<file path="config.mk">
export PLATFORM = sky130hd
export DESIGN_NAME = gate_arbiter
export DESIGN_NICKNAME = d
export VERILOG_FILES = /design/src/rtl/gate_arbiter.sv
export SDC_FILE = /design/constraint.sdc
export NUM_CORES = 1
export LEC_CHECK = 0
export ABC_AREA = 1
export ABC_CLOCK_PERIOD_IN_PS = 3880
export CAP_MARGIN = 25
export CORE_MARGIN = 10
export CORE_UTILIZATION = 48
export CTS_CLUSTER_SIZE = 28
export DETAILED_ROUTE_END_ITERATION = 10
export PLACE_DENSITY = 0.86
export RECOVER_POWER = 50
export SYNTH_ARGS = -nofsm -noshare
export SYNTH_HDL_FRONTEND = slang
export SYNTH_SLANG_ARGS = --single-unit
</file>
<file path="constraint.sdc">
create_clock -name clock -period 3.88 [get_ports clock]
set_input_delay 0.776 -clock clock [delete_from_list [all_inputs] [get_ports clock]]
set_output_delay 0.776 -clock clock [all_outputs]
set_load 0.1 [all_outputs]
</file>
<file path="src/rtl/gate_arbiter.sv">
// Round-robin arbiter sharing one parking register manager among N_GATES gate requesters.
// Optional confirm timeout is compiled in when GATE_ARB_TIMEOUT_EN is defined.
module gate_arbiter #(
  parameter int N_GATES = 4,
  parameter int TIMEOUT = 16
) (
  input  logic                   clock,
  input  logic                   reset,
  input  logic [N_GATES-1:0]     gate_req,
  input  logic [N_GATES-1:0]     gate_confirm,
  input  logic [3*N_GATES-1:0]   gate_token,
  input  logic                   mgr_valid,
  input  logic                   mgr_match,
  output logic [N_GATES-1:0]     gate_grant,
  output logic [N_GATES-1:0]     gate_done,
  output logic [N_GATES-1:0]     gate_ok,
  output logic [N_GATES-1:0]     gate_timeout,
  output logic                   mgr_request,
  output logic                   mgr_confirm,
  output logic [2:0]             mgr_user_token,
  output logic                   busy
);

  localparam int IW = (N_GATES > 1) ? $clog2(N_GATES) : 1;

  typedef enum logic [1:0] {S_IDLE, S_BUSY, S_DONE} state_t;

  state_t          state_q, state_d;
  logic [IW-1:0]   idx_q, idx_d;
  logic [IW-1:0]   ptr_q, ptr_d;
  logic [2:0]      token_q, token_d;
  logic            ok_q, ok_d;
  logic            to_q, to_d;
  logic [IW-1:0]   sel_idx;
  logic            sel_found;
  logic [IW-1:0]   idx_inc;
  logic [N_GATES-1:0] idx_onehot;
  logic            timeout_hit;

  // Marker block only; TIMEOUT must stay within 1..255 for the 8-bit counter.
  if (TIMEOUT < 1 || TIMEOUT > 255) begin : g_timeout_out_of_range
  end

  for (genvar gi = 0; gi < N_GATES; gi++) begin : g_onehot
    assign idx_onehot[gi] = (idx_q == IW'(gi));
  end

  assign idx_inc = (idx_q == IW'(N_GATES - 1)) ? '0 : idx_q + IW'(1);

  // Search upward from ptr with wrap; the first requester found wins.
  always_comb begin
    int unsigned pos;
    sel_found = 1'b0;
    sel_idx   = ptr_q;
    pos       = 0;
    for (int k = 0; k < N_GATES; k++) begin
      pos = 32'(ptr_q) + 32'(k);
      if (pos >= 32'(N_GATES)) pos = pos - 32'(N_GATES);
      if (!sel_found && gate_req[pos]) begin
        sel_found = 1'b1;
        sel_idx   = pos[IW-1:0];
      end
    end
  end

`ifdef GATE_ARB_TIMEOUT_EN
  logic [7:0] cnt_q, cnt_d;
  logic       first_q, first_d;

  // The first BUSY cycle only clears, so the release lands TIMEOUT+1 cycles after grant.
  always_comb begin
    cnt_d   = cnt_q;
    first_d = 1'b1;
    if (state_q == S_BUSY) begin
      first_d = 1'b0;
      if (first_q || gate_confirm[idx_q]) cnt_d = 8'd0;
      else if (cnt_q != 8'hFF)            cnt_d = cnt_q + 8'd1;
    end else begin
      cnt_d = 8'd0;
    end
  end

  assign timeout_hit = (state_q == S_BUSY) && !first_q && !gate_confirm[idx_q] &&
                       (cnt_q == 8'(TIMEOUT - 1));

  always_ff @(posedge clock) begin
    if (reset) begin
      cnt_q   <= 8'd0;
      first_q <= 1'b0;
    end else begin
      cnt_q   <= cnt_d;
      first_q <= first_d;
    end
  end
`else
  assign timeout_hit = 1'b0;
`endif

  always_ff @(posedge clock) begin
    if (reset) begin
      state_q <= S_IDLE;
      idx_q   <= '0;
      ptr_q   <= '0;
      token_q <= 3'b000;
      ok_q    <= 1'b0;
      to_q    <= 1'b0;
    end else begin
      state_q <= state_d;
      idx_q   <= idx_d;
      ptr_q   <= ptr_d;
      token_q <= token_d;
      ok_q    <= ok_d;
      to_q    <= to_d;
    end
  end

  always_comb begin
    state_d = state_q;
    idx_d   = idx_q;
    ptr_d   = ptr_q;
    token_d = token_q;
    ok_d    = ok_q;
    to_d    = to_q;
    case (state_q)
      S_IDLE: begin
        if (sel_found) begin
          idx_d   = sel_idx;
          token_d = gate_token[3*sel_idx +: 3];
          ok_d    = 1'b0;
          to_d    = 1'b0;
          state_d = S_BUSY;
        end
      end
      S_BUSY: begin
        // Abort outranks a same-cycle verdict, which outranks the timeout.
        if (!gate_req[idx_q]) begin
          ptr_d   = idx_inc;
          state_d = S_IDLE;
        end else if (mgr_valid) begin
          ok_d    = mgr_match;
          to_d    = 1'b0;
          state_d = S_DONE;
        end else if (timeout_hit) begin
          ok_d    = 1'b0;
          to_d    = 1'b1;
          state_d = S_DONE;
        end
      end
      S_DONE: begin
        ptr_d   = idx_inc;
        state_d = S_IDLE;
      end
      default: state_d = S_IDLE;
    endcase
  end

  always_comb begin
    gate_grant   = '0;
    gate_done    = '0;
    gate_ok      = '0;
    gate_timeout = '0;
    mgr_request  = 1'b0;
    mgr_confirm  = 1'b0;
    busy         = 1'b0;
    case (state_q)
      S_BUSY: begin
        gate_grant  = idx_onehot;
        mgr_request = 1'b1;
        mgr_confirm = gate_confirm[idx_q];
        busy        = 1'b1;
      end
      S_DONE: begin
        gate_done    = idx_onehot;
        gate_ok      = ok_q ? idx_onehot : '0;
        gate_timeout = to_q ? idx_onehot : '0;
        busy         = 1'b1;
      end
      default: ;
    endcase
  end

  assign mgr_user_token = token_q;

endmodule

</file>
==> run_results.csv <==
group,metric,value,unit
global_route,grt.total_usage,12.4,%
synth,synth_simple_gate_area_share,54.0,%
placed_design,placed_cells,270,
sta,rsz0062_at_grt,"no",
setup_path,rrSetupSlack,1.53,ns
clock_tree,cts_tree,"built",
floorplanning,rows,18,
global_route,antenna_found_initial,0,
floorplanning,die-area,0.00491,mm^2
synth,synthXorXnorAreaFrac,0,%
clock_tree,postCtsHoldBufs,0,
synth,synth_fa_ha_area_share,7.27,%
power_and_ir_drop,ir_drop,0.602,mV
route,wl,3060,um
setup_path,required,3.10,ns
clock_tree,path_clk_slew,0.06,ns
synth,yosysWarnings,0,
outcome,status,"completed",
worst_hold_path,hp-class,"register to register",
sta,slew_violations,0,
synth,yosysTopAreaCellShare,21.8,%
final_layout,syn_to_final_growth,27.7,%
synth,ys_top_cells_by_area,"nand2_1 (22%), dfxtp_1 (17%), inv_1 (7.8%)",
synth,synth_compound_area_share,8.41,%
sta,holdWs,0.486,ns
final_layout,drive_gt1_share,13.2,%
placed_design,hpwl,2560,um
floorplanning,fp.dieW,70.1,um
route,viasPerCell,4.77,
setup_path,endpoint_kind,"output port",
floorplanning,fp.coreArea,0.00243,mm^2
clock_tree,clock_path_buffers,2,
synth,synthMuxAreaShare,0,%
sta,fin_skew,0.00837,ns
setup_path,path_class,"register to output port",
final_layout,stdcell_count,273,
global_route,grt_overflow,0,
final_layout,nNetsFinal,276,
clock_tree,clk_latency,0.26,ns
clock_tree,htree_levels,1,
synth,avgSynthCellArea,5.94,um^2
route,via_count,1302,
route,ant_nets,0,
power_and_ir_drop,p_leak,0.849,nW
clock_tree,cts-root-buf,"clkbuf_4",
synth,synth_top_area_cell,"nand2_1",
synth,netlist-cell-type-count,23,
route,drtPass1Iterations,4,
sta,setup_viol,0,
global_route,grt_pass1_wl,5350,um
sta,fmax,0.352,GHz
sta,fin_crit_sh,73.3,%
synth,ys_seq_area_share,16.6,%
sta,period_minus_slack,2.84,ns
synth,synth_top_family_by_area,"simple AND/OR/NAND/NOR gates",
sta,final_hold_viol_count,0,
setup_path,worstPathMaxFanout,3,
route,routedWlPerCell,11.2,um
placed_design,gp_congestion,0.810,
setup_path,crit_arrival,2.07,ns
route,drc_errors,0,
global_route,grt_max_degree,13,
final_layout,diodes,0,
synth,synth_area,0.00120,mm^2
job,cap_violations,0,
clock_tree,cts.sinks,10,
synth,ys_ff_latch,10,
floorplanning,die_y,70.1,um
global_route,grt_pass1_vias,1218,
setup_path,critPathLaunchType,"register",
sta,worst_pin_slew,1.20,ns
placed_design,io_buffers,41,
sta,slew_headroom,20.5,%
sta,setup_tns,0,ns
clock_tree,cts_setup_buffers,0,
route,drt_iter0_markers,87,
power_and_ir_drop,p_per_area,927,mW/mm^2
floorplanning,ios,46,
clock_tree,cts_buffers,3,
floorplanning,initial_core_util,49.5,%
clock_tree,cts_resized,0,
synth,synthCells,203,
-- final cells by class --
cell class                 count  area (um^2)
clock buffer                   3         22.5
fill                         249          893
inverter                      28          105
multi-input combinational    161          825
sequential                    10          200
tap                           30         37.5
timing repair buffer          41          349
-- cells by family (layout without fill, tap and decap cells) --
group / Yosys count / in the layout
AOI/OAI and AO/OA: 19 / 19
adders and majority gates: 7 / 7
buffers and inverters: 35 / 72
DFF: 10 / 10
other: 1 / 4
and+or+nand+nor: 131 / 131
-- worst paths after layout --
| check | from | to | depth (start not counted) |
|---|---|---|---|
| setup reg to reg | ptr_q[0] | ok_q | 13 |
| hold / removal | ok_q | ok_q | 2 |
| setup / recovery | state_q[1] | busy | 3 |
| hold reg to reg | ok_q | ok_q | 2 |
-- per-layer routing --
layer	global-route usage, %	share of wire, %	vias up
met5	0	0	-
met4	3.07	0.78	0
met3	3.25	5.2	4
met2	22.2	52	24
met1	14.1	42	569
li1	-	-	705
-- worst max-delay path, stage by stage, from the launching register on --
cell	delay (ns)
dfxtp_1	0.35
inv_1	0.07
ha_1	0.27
clkdlybuf4s50_1	1.12
-- synthesized netlist by cell type --
| cell type | n |
|---|---|
| a21oi_1 | 8 |
| buf_4 | 4 |
| nand2_2 | 11 |
| a21oi_2 | 1 |
| clkbuf_1 | 1 |
| o21ai_1 | 2 |
| conb_1 | 1 |
| nor2_4 | 2 |
| nand2_1 | 70 |
| nor2_1 | 23 |
| o211ai_1 | 1 |
| nand4_4 | 2 |
| nand3_1 | 15 |
| nand4_1 | 1 |
| nand2_4 | 5 |
| inv_1 | 25 |
| o21ai_0 | 7 |
| dfxtp_1 | 10 |
| nand3_2 | 1 |
| nor2_8 | 1 |
| ha_1 | 7 |
| buf_6 | 2 |
| inv_2 | 3 |
-- per-stage QoR --
stage | utilization (%) | power [W] | setup slack (ns) | cell area (um^2)
2_1_floorplan | - | 0.00123 | 0.0564 | 1220
3_3_place_gp | 64.7 | 0.00141 | 1.23 | 1570
3_5_place_dp | 64.7 | 0.00142 | 1.21 | 1570
4_1_cts | 65.6 | 0.00150 | 1.02 | 1600
5_1_grt | 63.3 | 0.00158 | 0.868 | 1540
6_report | 63.3 | 0.00143 | 1.04 | 1540
-- layout by cell type (no fill, tap or decap) --
master	n
nand3_2	1
dlygate4sd3_1	2
o21ai_1	2
nor2_4	1
nand3_1	15
a21oi_1	9
nand4_4	2
o21ai_0	7
nand4_1	1
nand2_2	10
clkdlybuf4s50_1	25
inv_2	3
nand2_4	5
nand2_1	71
conb_1	4
inv_1	25
clkbuf_1	7
o211ai_1	1
clkbuf_4	3
buf_4	7
ha_1	7
nor2_1	25
dfxtp_1	10
-- where the power goes --
part	leakage (nW)	total [W]	internal, W	switching, W
registers	0.0828	0.000203	0.000145	0.0000586
clock network	0.0138	0.0000676	0.0000356	0.0000319
logic	0.752	0.00116	0.000316	0.000841
total	0.849	0.00143	0.000496	0.000931
-- registers in the layout (all words and copies together) (netlist names) --
register,count
mgr_user_token,3
state_q,2
ptr_q,2
idx_q,2
ok_q,1
Note: power is estimated with default switching activity, not from simulation.
